===== config.mk =====
export PLATFORM = sky130hd
export DESIGN_NAME = wash_phase_timer
export DESIGN_NICKNAME = d
export VERILOG_FILES = /design/src/rtl/wash_phase_timer.sv
export SDC_FILE = /design/constraint.sdc
export NUM_CORES = 1
export LEC_CHECK = 0
export CORE_MARGIN = 5
export CORE_UTILIZATION = 50
export CTS_CLUSTER_DIAMETER = 120
export DETAILED_ROUTE_END_ITERATION = 6
export PLACE_DENSITY = 0.86
export SYNTH_ARGS = -nofsm -noshare
export SYNTH_HDL_FRONTEND = slang
export SYNTH_SLANG_ARGS = --single-unit

===== constraint.sdc =====
create_clock -name clk -period 2.27 [get_ports clk]
set_clock_uncertainty 0.1 [all_clocks]
set_input_delay 0.3405 -clock clk [delete_from_list [all_inputs] [get_ports clk]]
set_output_delay 0.3405 -clock clk [all_outputs]
set_load 0.01 [all_outputs]

===== src/rtl/wash_phase_timer.sv =====
// -----------------------------------------------------------------------------
// wash_phase_timer
//
// Timing and programme scheduler that sits beside the auto_washing controller.
// It watches the controller's phase outputs, times the wash (soak+wash) and
// spin (drain+spin) phases against a programme-scaled duration, and raises
// cycle_timeout / spin_timeout back into the controller. Timing pauses while
// the door is open.
//
// Ports:
//   clk            system clock, rising edge
//   rst            synchronous, active-high reset
//   prog[1:0]      programme select (0 quick, 1 normal, 2 heavy, 3 = normal)
//   door           1 = closed; 0 = open (pauses timing)
//   soak, wash     controller wash-phase outputs
//   drain_valve    controller drain valve output
//   motor          controller motor output
//   done           controller done output; forces IDLE
//   cycle_timeout  wash phase expired (held until soak|wash falls)
//   spin_timeout   spin phase expired (held until done)
//   busy           scheduler not idle
//   prog_lat[1:0]  programme latched at the start of the current run
//   remaining      ticks left in the current timed phase, else 0
// -----------------------------------------------------------------------------
module wash_phase_timer #(
  parameter int PRESCALE  = 10,
  parameter int CNT_W     = 8,
  parameter int WASH_BASE = 16,
  parameter int SPIN_BASE = 8
) (
  input  logic             clk,
  input  logic             rst,
  input  logic [1:0]       prog,
  input  logic             door,
  input  logic             soak,
  input  logic             wash,
  input  logic             drain_valve,
  input  logic             motor,
  input  logic             done,
  output logic             cycle_timeout,
  output logic             spin_timeout,
  output logic             busy,
  output logic [1:0]       prog_lat,
  output logic [CNT_W-1:0] remaining
);

  typedef enum logic [2:0] {
    IDLE      = 3'd0,
    WASH_T    = 3'd1,
    WASH_DONE = 3'd2,
    SPIN_T    = 3'd3,
    SPIN_DONE = 3'd4
  } state_t;

  localparam int PRE_W = (PRESCALE > 1) ? $clog2(PRESCALE) : 1;
  localparam int CW1   = CNT_W + 1;

  localparam logic [PRE_W-1:0] PRE_LAST = PRE_W'(PRESCALE - 1);
  localparam logic [CNT_W:0]   WASH_B   = CW1'(WASH_BASE);
  localparam logic [CNT_W:0]   SPIN_B   = CW1'(SPIN_BASE);

  // Scale a base duration by programme. The extra top bit catches overflow of
  // the heavy (x2) programme so the result saturates instead of wrapping.
  function automatic logic [CNT_W-1:0] scale(input logic [CNT_W:0] base,
                                             input logic [1:0]     p);
    logic [CNT_W:0] full;
    case (p)
      2'd0:    full = base >> 1;
      2'd2:    full = base << 1;
      default: full = base;
    endcase
    if (full[CNT_W]) return '1;
    return full[CNT_W-1:0];
  endfunction

  state_t            state_q, state_d;
  logic [CNT_W-1:0]  cnt_q, cnt_d;
  logic [PRE_W-1:0]  pre_q, pre_d;
  logic [1:0]        prog_q, prog_d;
  // Sub-condition of WASH_DONE: wash has fallen, waiting for drain+motor.
  logic              wait_q, wait_d;

  logic              wash_req;
  logic              spin_req;
  logic              pre_wrap;
  logic [PRE_W-1:0]  pre_adv;
  logic [CNT_W-1:0]  cnt_adv;

  assign wash_req = soak | wash;
  assign spin_req = drain_valve & motor;

  // Prescaler and tick counter advance only while the door is closed.
  assign pre_wrap = (pre_q == PRE_LAST);
  assign pre_adv  = !door ? pre_q : (pre_wrap ? '0 : pre_q + PRE_W'(1));
  assign cnt_adv  = (door && pre_wrap && cnt_q != '0) ? cnt_q - CNT_W'(1) : cnt_q;

  // ---------------------------------------------------------------------------
  // State register
  // ---------------------------------------------------------------------------
  // NOTE: sequential state uses non-blocking assignments so every register
  // samples the pre-edge values of the others, independent of statement order.
  always_ff @(posedge clk) begin
    if (rst) begin
      state_q <= IDLE;
      cnt_q   <= '0;
      pre_q   <= '0;
      prog_q  <= '0;
      wait_q  <= 1'b0;
    end else begin
      state_q <= state_d;
      cnt_q   <= cnt_d;
      pre_q   <= pre_d;
      prog_q  <= prog_d;
      wait_q  <= wait_d;
    end
  end

  // ---------------------------------------------------------------------------
  // Next-state logic
  // ---------------------------------------------------------------------------
  always_comb begin
    // NOTE: every combinational output gets a default first; any path that
    // left one unassigned would infer a latch.
    state_d = state_q;
    cnt_d   = cnt_q;
    pre_d   = pre_q;
    prog_d  = prog_q;
    wait_d  = wait_q;

    if (done) begin
      // done overrides every other transition, including run start from IDLE.
      state_d = IDLE;
      cnt_d   = '0;
      pre_d   = '0;
      wait_d  = 1'b0;
    end else begin
      case (state_q)
        IDLE: begin
          if (wash_req) begin
            prog_d  = prog;
            cnt_d   = scale(WASH_B, prog);
            pre_d   = '0;
            state_d = WASH_T;
          end else if (spin_req) begin
            prog_d  = prog;
            cnt_d   = scale(SPIN_B, prog);
            pre_d   = '0;
            state_d = SPIN_T;
          end
        end

        WASH_T: begin
          if (!wash_req) begin
            state_d = IDLE;
            cnt_d   = '0;
            pre_d   = '0;
          end else if (cnt_q == '0) begin
            state_d = WASH_DONE;
            wait_d  = 1'b0;
          end else begin
            pre_d = pre_adv;
            cnt_d = cnt_adv;
          end
        end

        WASH_DONE: begin
          // Timeout is held while wash is still asserted; after it falls the
          // spin phase starts as soon as drain+motor are both on.
          if (wait_q || !wash_req) begin
            if (spin_req) begin
              cnt_d   = scale(SPIN_B, prog_q);
              pre_d   = '0;
              wait_d  = 1'b0;
              state_d = SPIN_T;
            end else begin
              wait_d = 1'b1;
            end
          end
        end

        SPIN_T: begin
          if (!spin_req) begin
            state_d = IDLE;
            cnt_d   = '0;
            pre_d   = '0;
          end else if (cnt_q == '0) begin
            state_d = SPIN_DONE;
          end else begin
            pre_d = pre_adv;
            cnt_d = cnt_adv;
          end
        end

        SPIN_DONE: begin
          // Only done (handled above) leaves this state.
          state_d = SPIN_DONE;
        end

        default: begin
          state_d = IDLE;
          cnt_d   = '0;
          pre_d   = '0;
          wait_d  = 1'b0;
        end
      endcase
    end
  end

  // ---------------------------------------------------------------------------
  // Output decode (Moore: registered state and counters only)
  // ---------------------------------------------------------------------------
  always_comb begin
    cycle_timeout = (state_q == WASH_DONE) && !wait_q;
    spin_timeout  = (state_q == SPIN_DONE);
    busy          = (state_q != IDLE);
    remaining     = (state_q == WASH_T || state_q == SPIN_T) ? cnt_q : '0;
  end

  assign prog_lat = prog_q;

endmodule


* Word-level counts from Yosys, hierarchy flattened
Index checks and enable logic that the tools add are counted.
Storage, ports and cells: register bits 18, latch bits 0, memory bits (writable) 0, memory bits (read-only) 0, input bits 10, word-level logic and storage cells 115, memories 0
Cells by class: add/sub/neg operators 2, $mul 0, div/mod/pow operators 0, magnitude comparators 0, equal/unequal tests 14, shift-type cells 0, mux-type cells 68, bitwise logic cells 5, reductions and logical operators 21
Operators by type and width (number):
- 2-to-1 mux 8 bit | 15
- 2-to-1 mux 9 bit | 11
- one-hot mux 8 bit (5 select lines) | 1
- 2-to-1 mux 4 bit | 8
- 2-to-1 mux 3 bit | 7
- one-hot mux 4 bit (5 select lines) | 1
- one-hot mux 5 bit (2 select lines) | 2
- 2-to-1 mux 1 bit | 18
- one-hot mux 3 bit (5 select lines) | 1
- one-hot mux 6 bit (2 select lines) | 1
- != test 3 bit, second input constant | 3
- logical NOT 8 bit | 1
- != test 2 bit, second input constant | 4
- AND reduction 4 bit | 2
- nonzero test 8 bit | 1
- subtractor 8 x 1 -> 8 bit, second input constant | 1
- equality test 3 x 2 -> 1 bit, second input constant | 2
- AND reduction 3 bit | 2
- adder 4 x 1 -> 4 bit, second input constant | 1
- equality test 2 bit, second input constant | 2
- equality test 4 bit, second input constant | 1
- logical NOT 2 bit | 2
- 2-to-1 mux 2 bit | 2
- equality test 3 x 1 -> 1 bit, second input constant | 1
- 14 further kinds | 20

* Depth between registers and ports, before layout
Gate-level depths: netlist of the first run.
depth in word-level cells 15, mapped depth 7

* Worst setup path before layout of the first run
OpenSTA, ideal clock, no wires.
kind register to register, start reg cnt_q[2], end reg cnt_q[2], setup time 0.132 ns, arrival 1.434 ns, data required time 2.038 ns, path slack 0.605 ns, cell stages (with the launch flop) 6, clock period less this slack 1.665 ns, cell sequence dfxtp_1 nor4_1 and3_1 nor2_2 a221oi_1 nor3_1
On the way: longest elaborated chain between the ends 6
Ends and longest elaborated chain:
- from (decl) | line 77 | logic [CNT_W-1:0] cnt_q, cnt_d;
- from (signal assigned) | line 111 | cnt_q <= cnt_d;
- parallel branches: the longest is 3 deep, another holds subtractor 8 x 1 -> 8 bit
- 2-to-1 mux 8 bit (*) | line 157, 186
- 2-to-1 mux 8 bit, on equally long branches | line 182, 153
- one-hot mux 8 bit (5 select lines) (*) | line 137 | case (state_q)
Every way passes the cells marked *. A chain may end at the register's enable or synchronous reset.

* Worst setup path after layout of the first run
start reg state_q[0], end out remaining[4]
On the way: longest elaborated chain between the ends 3
Ends and longest elaborated chain:
- from (decl) | line 76 | state_t state_q, state_d;
- from (signal assigned) | line 110 | state_q <= state_d;
- equality test 3 x 1 -> 1 bit or equality test 3 x 2 -> 1 bit (tied branches) | line 216 | remaining = (state_q == WASH_T || state_q == SPIN_T) ? cnt_q : '0;
- logical OR 1 bit (*) | line 216
- 2-to-1 mux 8 bit (*) | line 216
- to (decl) | line 44 | output logic [CNT_W-1:0] remaining
Mark *: on every way between the ends. The rest lies on a longest branch, timed or not.

==> flow_summary_export.csv, run 1 <==
group,metric,value,unit
outcome,status,"completed",
drt,drcViolationCount,0,
grt,antenna_found_initial,0,
power,ir_worst_vdd,0.000295,V
setup_path,crit_family,"buffers and inverters",
synthesis,synth_largest_area_cell,"dfxtp_1",
setup_path,cp_cell_sequence,"clkinvlp_4, nor3_1, clkdlybuf4s50_1",
floorplan,coreArea,2480,um2
timing,hold_violations,0,
clock_network,htreeDepth,1,
min_path,hold_path_class,"reg -> reg",
drt,drt_iter0_drc,74,
clock_network,cts_tree,"built",
clock_network,clk_pin_slew_worst_paths,0.11,ns
synthesis,yosysTopAreaCellShare,27.9,%
setup_path,rrSetupSlack,0.16,ns
synthesis,synthFlopType,"dfxtp_1",
setup_path,critPathKind,"reg -> out",
synthesis,ys_seq_area_share,27.9,%
setup_path,startpoint,"state_q[0]",
finish,final_nets,208,
timing,fin_crit,2.13,ns
synthesis,yosysWarningCount,0,
placement,io_buffers,22,
power,p_per_area,399,nW/um2
synthesis,synth-edff-count,0,
synthesis,avgSynthCellArea,7.59,um2
setup_path,max_stage_delay,0.58,ns
drt,drt_first_pass_iters,6,
placement,place_inst,220,
synthesis,synth_nets,182,
synthesis,synthesis.area,1290,um2
setup_path,rr_startpoint,"cnt_q[2]",
grt,gr-total-overflow,0,
setup_path,required,1.83,ns
grt,grt_pass1_wl,6250,um
clock_network,cts_hold_buffers,0,
finish,fin_area,1610,um2
synthesis,synthTopCellsByArea,"dfxtp_1 28%, a21oi_1 5.8%, mux2i_1 5.4%",
setup_path,endpoint_kind,"output port",
drt,drtAntennaViolNets,0,
clock_network,clkLatencyLatePin,0.30,ns
floorplan,initial_core_util,52.1,%
timing,maxSlewHeadroom,63.3,%
placement,placed_area,1560,um2
setup_path,critPathMaxFanout,10,
setup_path,worst_setup_path_start_kind,"register",
power,leakage,0.550,nW
synthesis,postSynth.asyncResetShare,0,%
timing,finalMaxSlewViolations,0,
job,maxCapViolCount,0,
finish,layout_commonest_cell,"clkdlybuf4s50_1",
grt,grt_pass1_vias,1385,
timing,finalCritPeriodShare,93.9,%
timing,tightest_slew,0.545,ns
timing,fmax,469,MHz
drt,dr_total_vias,1479,
clock_network,cts_buffer_depth,2,
floorplan,die_area,3700,um2
setup_path,arrival,1.69,ns
finish,drive_gt1_share,12.9,%
grt,grtUsageTotal,22.3,%
synthesis,synth_cell_type_count,48,
floorplan,die_height,60.8,um
finish,area_delta_synth_final,24.6,%
clock_network,cts_buffers,3,
floorplan,ios,23,
power,p_total,0.641,mW
synthesis,ys_ff_latch,18,
setup_path,worst_path_max_delay_cell,"clkdlybuf4s50_1",
timing,fin_tns_setup,0,ns
finish,finalNonFillerCells,224,
clock_network,root_buffer,"clkbuf_4",
placement,gp_congestion,0.899,
timing,final-setup-viol-count,0,
drt,viasPerCell,6.60,
synthesis,syn-instance-count,170,
placement,hpwl,2750,um
finish,layout_common_cells,"22 x clkdlybuf4s50_1, 15 x a21oi_1, 15 x dfxtp_1",
clock_network,numClockSinks,18,
timing,rsz0062_at_grt,"false",
drt,wl_per_cell,16.8,um
floorplan,rows,18,
finish,diodes,0,
setup_path,path_buf_inv,2,
min_path,worstHoldStart,"cnt_q[1]",
grt,grt_max_degree,14,
floorplan,die_x,60.8,um
drt,wl,3760,um
## per-layer routing
layer	vias to the layer above	routed length [um]	track usage [%]
met2	98	1790	36.6
met5	-	0	0
met3	12	335	4.26
met4	0	62	9.29
li1	686	-	-
met1	683	1570	28.6
## Yosys cell counts (all sizes together) (2+ instances only)
library cell and number:
or3 2, buf 3, ha 2, and2 5, dfxtp 18, mux2i 7
a221oi 3, a211oi 4, a21oi 15, a31oi 2, nand3 5, nor3b 2
nor2 15, nor3 12, o21ai 12, and3 3, or2 3, clkbuf 4
inv 8, a311oi 2, nand2 14, o32ai 3, nor4 4, nand2b 2
o31ai 2, nor2b 2
## kinds of logic after synthesis
family          Yosys count  share of synthesized area (%)
fa+ha+maj                 2                           1.94
xor+xnor                  2                           1.36
simple gates             73                           31.4
buf+inv                  15                           4.66
mux                       7                           5.43
compound gates           53                           27.3
flops                    18                           27.9
## worst register-to-register path, delay by kind of cell, from the launching register on
family | cells | cell delay [ns]
AO/OA/AOI/OAI | 3 | 0.70
flip-flops | 1 | 0.39
AND/OR/NAND/NOR | 2 | 0.81
## power by group
group / internal [mW] / switching (mW) / leakage (nW) / total [mW]
clock: 0.0619 / 0.104 / 0.0138 / 0.166
sequential: 0.322 / 0.0118 / 0.147 / 0.334
combinational: 0.0620 / 0.0795 / 0.388 / 0.142
## what timing repair did
item | CTS | global route
gates resized for setup | 2 | 6
pin swaps | 0 | 0
endpoints found under the setup margin | 2 | 3
setup buffers | 0 | 1
## path summary, 6_finish.rpt
path                        to  cells after the start
setup / recovery  remaining[4]                      3
hold / removal        cnt_q[1]                      2
setup reg to reg      pre_q[3]                      5
hold reg to reg       cnt_q[1]                      2
## area by class of cell
cell class | count | area (um2)
repair buffers | 28 | 265
clock buffers | 3 | 22.5
multi-input cells | 137 | 882
well taps | 30 | 37.5
flip-flops and latches | 18 | 367
fillers | 223 | 870
inverters | 8 | 33.8
## registers in the layout, summed over array words and instances, names as in the netlist
name / cells
pre_q: 4
state_q: 3
cnt_q: 8
prog_lat: 2
wait_q: 1
## metrics by stage
stage | hold slack (ns) | setup WS, ns | utilization [%]
final | 0.386 | 0.138 | 64.9
after CTS | 0.391 | 0.0233 | 63.8
after floorplan | 0.313 | 0.605 | -
after global placement | 0.360 | 0.108 | 62.8
after detailed placement | 0.376 | -0.0579 | 62.8
after global routing | 0.414 | 0.0230 | 64.9
Power figures use the tool's default switching activity.
==> run 2: changes to the inputs <==
--- a/config.mk
+++ b/config.mk
@@ -6,10 +6,10 @@
 export NUM_CORES = 1
 export LEC_CHECK = 0
 export CORE_MARGIN = 5
-export CORE_UTILIZATION = 50
+export CORE_UTILIZATION = 52
 export CTS_CLUSTER_DIAMETER = 120
 export DETAILED_ROUTE_END_ITERATION = 6
-export PLACE_DENSITY = 0.86
+export PLACE_DENSITY = 0.89
 export SYNTH_ARGS = -nofsm -noshare
 export SYNTH_HDL_FRONTEND = slang
 export SYNTH_SLANG_ARGS = --single-unit
==> flow_summary_export.csv, run 2 (same netlist as run 1, synthesis figures left out) <==
group,metric,value,unit
outcome,status,"completed",
finish,area_delta_synth_final,26.6,%
floorplan,initial_core_util,53.0,%
drt,drcViolationCount,0,
setup_path,reg2reg_depth,5,
power,power_switching,0.204,mW
drt,drtAntennaViolNets,0,
timing,finalMaxSlewViolations,0,
finish,diodes,0,
finish,multi_input_area,880,um2
grt,grt_pass1_vias,1546,
clock_network,cts_buffer_depth,2,
timing,fin_crit,2.18,ns
clock_network,htreeDepth,1,
placement,io_buffers,22,
placement,dp_slack,0.0709,ns
clock_network,post_cts_resized,3,
clock_network,clkLatencyLatePin,0.31,ns
drt,wl,3820,um
clock_network,root_buffer,"clkbuf_4",
floorplan,die_area,3580,um2
setup_path,endpoint_kind,"output port",
timing,fmax,458,MHz
finish,fillCellCount,209,
setup_path,rrSetupSlack,0.18,ns
drt,viasPerCell,6.52,
finish,layout_commonest_cell,"clkdlybuf4s50_1",
setup_path,worst_setup_path_start_kind,"register",
setup_path,required,1.83,ns
clock_network,postCtsSetupBuffers,0,
finish,final_nets,209,
power,switching_share,29.5,%
setup_path,crit_end,"remaining[1]",
timing,fin_tns_setup,0,ns
placement,placed_area,1580,um2
setup_path,rr_startpoint,"cnt_q[2]",
finish,fin_area,1630,um2
clock_network,cts_hold_buffers,0,
clock_network,cts_buffers,3,
floorplan,rows,18,
grt,grt_max_degree,14,
finish,layout_common_cells,"22 x clkdlybuf4s50_1, 15 x a21oi_1, 15 x dfxtp_1",
grt,grt_pass1_wl,6690,um
grt,grtUsageTotal,24.1,%
power,combinationalPowerShare,21.3,%
grt,antenna_found_initial,0,
finish,drive_gt1_share,13.3,%
drt,drt_iter0_drc,81,
min_path,hold_path_class,"reg -> reg",
clock_network,cts_tree,"built",
clock_network,numClockSinks,18,
timing,final-setup-viol-count,0,
drt,drt_first_pass_iters,4,
setup_path,critPathKind,"reg -> out",
placement,hpwl,2820,um
floorplan,coreArea,2430,um2
placement,gp_congestion,0.888,
floorplan,die_x,59.8,um
power,intPower,0.488,mW
setup_path,arrival,1.74,ns
power,seq_power_share,48.3,%
setup_path,crit-reg2reg-capture,"pre_q[3]",
job,maxCapViolCount,0,
timing,worst_slack,0.0872,ns
power,p_per_area,424,nW/um2
finish,top_regs,"cnt_q x8, pre_q x4, state_q x3",
setup_path,critPathMaxFanout,10,
timing,tightest_slew,0.570,ns
grt,gr-total-overflow,0,
timing,rsz0062_at_grt,"true",
floorplan,die_height,59.8,um
timing,hold_violations,0,
floorplan,ios,23,
clock_network,clk_pin_slew_worst_paths,0.11,ns
drt,wl_per_cell,16.9,um
setup_path,startpoint,"state_q[0]",
power,clkPwrFrac,30.4,%
timing,finalCritPeriodShare,96.2,%
finish,largest_reg_flops,8,
finish,largest-register,"cnt_q",
power,ir_worst_vdd,0.000284,V
finish,regArea,364,um2
drt,dr_total_vias,1473,
power,leakage,0.567,nW
timing,maxSlewHeadroom,61.7,%
==> run 2: area by class of cell <==
cell class / instances / share of cell area (%)
Inverter: 8 / 1.84
Multi-Input combinational cell: 137 / 53.9
Timing Repair Buffer: 29 / 17.5
Tap cell: 30 / 2.30
Sequential cell: 18 / 22.3
Clock buffer: 4 / 2.22
==> run 2: how the worst min path moves through the flow <==
stage,from,to,cells past startpoint
2_1_floorplan,rst,prog_lat[0],1
3_3_place_gp,cnt_q[1],cnt_q[1],2
3_5_place_dp,cnt_q[0],cnt_q[0],1
4_1_cts,cnt_q[0],cnt_q[0],1
5_1_grt,cnt_q[1],cnt_q[1],2
6_report,cnt_q[6],cnt_q[6],2
==> run 2: layer usage <==
layer / GRT usage (%) / vias up / share of wire (%)
li1: - / 688 / -
met1: 27.4 / 682 / 39
met2: 40.6 / 88 / 49
met3: 5.40 / 15 / 8.3
met4: 14.6 / 0 / 3.4
met5: 0 / - / 0
==> run 2: power by group through the flow <==
stage / Sequential, mW / Combinational (mW) / Clock [mW]
floorplan: 0.335 / 0.0852 / 0
global placement: 0.339 / 0.140 / 0
detailed placement: 0.340 / 0.144 / 0
CTS: 0.333 / 0.145 / 0.213
global route: 0.336 / 0.161 / 0.227
finish: 0.335 / 0.147 / 0.211
==> run 2: per-stage QoR <==
stage	total power, mW	util [%]	std cells	hold WS [ns]
6_report	0.693	67.1	226	0.404
5_1_grt	0.723	67.1	226	0.435
4_1_cts	0.691	66.8	226	0.401
3_5_place_dp	0.484	65.1	222	0.383
3_3_place_gp	0.479	65.1	222	0.363
2_1_floorplan	0.421	-	170	0.313
==> run 2: critical path: stages, from the launching register on <==
cell	delay, ns
dfxtp_2	0.46
inv_1	0.20
nor3_1	0.21
clkdlybuf4s50_1	0.56
==> run 3: changes to the inputs <==
==> constraint.sdc (replaced) <==
create_clock -name clk -period 2.5 [get_ports clk]
set_clock_uncertainty 0.1 [all_clocks]
set_input_delay 0.375 -clock clk [delete_from_list [all_inputs] [get_ports clk]]
set_output_delay 0.375 -clock clk [all_outputs]
set_load 0.01 [all_outputs]
==> flow_summary_export.csv, run 3 (same netlist as run 1, synthesis figures left out) <==
group,metric,value,unit
power,leakage,0.536,nW
clock_network,cts_hold_buffers,0,
setup_path,critPathKind,"reg -> out",
placement,place_inst,219,
power,p_total,0.575,mW
finish,drive_gt1_share,9.38,%
drt,wl_per_cell,16.9,um
clock_network,clkLatencyLatePin,0.30,ns
drt,drcViolationCount,0,
floorplan,die_x,59.8,um
placement,io_buffers,22,
drt,wl,3760,um
finish,area_delta_synth_final,21.9,%
timing,final-setup-viol-count,0,
timing,maxSlewHeadroom,62.4,%
timing,worst_slack,0.0644,ns
placement,dp_slack,0.204,ns
grt,grt_max_degree,16,
setup_path,rrSetupSlack,0.44,ns
power,ir_worst_vdd,0.000283,V
timing,rsz0062_at_grt,"false",
finish,finalNonFillerCells,222,
timing,finalMaxSlewViolations,0,
floorplan,ios,23,
setup_path,required,2.03,ns
setup_path,startpoint,"state_q[2]",
timing,hold_violations,0,
grt,grtUsageTotal,22.4,%
finish,fin_area,1570,um2
clock_network,post_cts_resized,0,
clock_network,cts_buffers,3,
grt,antenna_found_initial,0,
floorplan,die_height,59.8,um
power,power_switching,0.171,mW
clock_network,htreeDepth,1,
setup_path,arrival,1.96,ns
finish,largest_reg_flops,8,
placement,gp_congestion,0.959,
finish,fillCellCount,223,
placement,placed_area,1550,um2
setup_path,crit_end,"remaining[3]",
floorplan,die_area,3580,um2
setup_path,critPathMaxFanout,15,
grt,gr-total-overflow,0,
floorplan,initial_core_util,53.0,%
finish,largest-register,"cnt_q",
finish,final_nets,206,
clock_network,cts_buffer_depth,2,
floorplan,coreArea,2430,um2
timing,finalCritPeriodShare,97.4,%
grt,grt_pass1_vias,1386,
setup_path,endpoint_kind,"output port",
power,seq_power_share,52.6,%
power,switching_share,29.8,%
drt,drtAntennaViolNets,0,
finish,diodes,0,
timing,tightest_slew,0.563,ns
drt,viasPerCell,6.56,
min_path,hold_path_class,"reg -> reg",
outcome,status,"completed",
placement,hpwl,2800,um
clock_network,postCtsSetupBuffers,0,
setup_path,rr_startpoint,"state_q[1]",
finish,layout_common_cells,"22 x clkdlybuf4s50_1, 18 x dfxtp_1, 15 x a21oi_1",
setup_path,reg2reg_depth,5,
timing,fin_tns_setup,0,ns
clock_network,numClockSinks,18,
power,p_per_area,365,nW/um2
job,maxCapViolCount,0,
clock_network,root_buffer,"clkbuf_4",
timing,fin_crit,2.44,ns
finish,top_regs,"cnt_q x8, pre_q x4, state_q x3",
drt,drt_iter0_drc,136,
power,intPower,0.404,mW
grt,grt_pass1_wl,6070,um
floorplan,rows,18,
drt,drt_first_pass_iters,5,
power,clkPwrFrac,25.2,%
finish,layout_commonest_cell,"clkdlybuf4s50_1",
setup_path,crit-reg2reg-capture,"cnt_q[0]",
drt,dr_total_vias,1457,
min_path,worstHoldStart,"cnt_q[1]",
clock_network,cts_tree,"built",
timing,fmax,411,MHz
setup_path,worst_setup_path_start_kind,"register",
power,combinationalPowerShare,22.2,%
clock_network,clk_pin_slew_worst_paths,0.10,ns
-- run 3: how the worst min path moves through the flow --
stage | end | slack, ns | cells after the start
2_1_floorplan | cnt_q[1] | 0.35 | 2
3_3_place_gp | cnt_q[1] | 0.36 | 2
3_5_place_dp | cnt_q[1] | 0.38 | 2
4_1_cts | cnt_q[1] | 0.39 | 2
5_1_grt | cnt_q[1] | 0.43 | 2
6_report | cnt_q[1] | 0.39 | 2
-- run 3: metrics by stage --
step / hold slack [ns] / util, %
finish: 0.389 / 64.7
global route: 0.425 / 64.7
CTS: 0.391 / 64.6
detailed placement: 0.376 / 63.6
global placement: 0.362 / 63.6
floorplan: 0.346 / -
-- run 3: per-layer routing --
metal | global-route usage (%) | part of all wire, % | vias up
met2 | 36.4 | 47 | 95
met5 | 0 | 0 | -
met4 | 12.7 | 2.3 | 0
met1 | 27.1 | 41 | 668
met3 | 4.54 | 10 | 15
li1 | - | - | 679
-- run 3: area by class of cell --
class | count | area (um2) | area share (%)
Sequential cell | 18 | 360 | 22.9
Timing Repair Buffer | 26 | 250 | 15.9
Inverter | 8 | 30.0 | 1.91
Clock buffer | 3 | 22.5 | 1.43
Tap cell | 30 | 37.5 | 2.39
Multi-Input combinational cell | 137 | 872 | 55.4
-- run 3: power by group through the flow --
stage | clock network [mW] | registers (mW) | logic [mW]
after floorplan | 0 | 0.305 | 0.0773
after global placement | 0 | 0.308 | 0.120
after detailed placement | 0 | 0.308 | 0.124
after CTS | 0.148 | 0.302 | 0.125
after global routing | 0.161 | 0.304 | 0.138
final | 0.145 | 0.302 | 0.128
-- run 3: critical path, cell delays in order (launching register included) --
cell	delay, ns
dfxtp_1	0.69
and2b_1	0.31
and2_1	0.18
clkdlybuf4s50_1	0.48
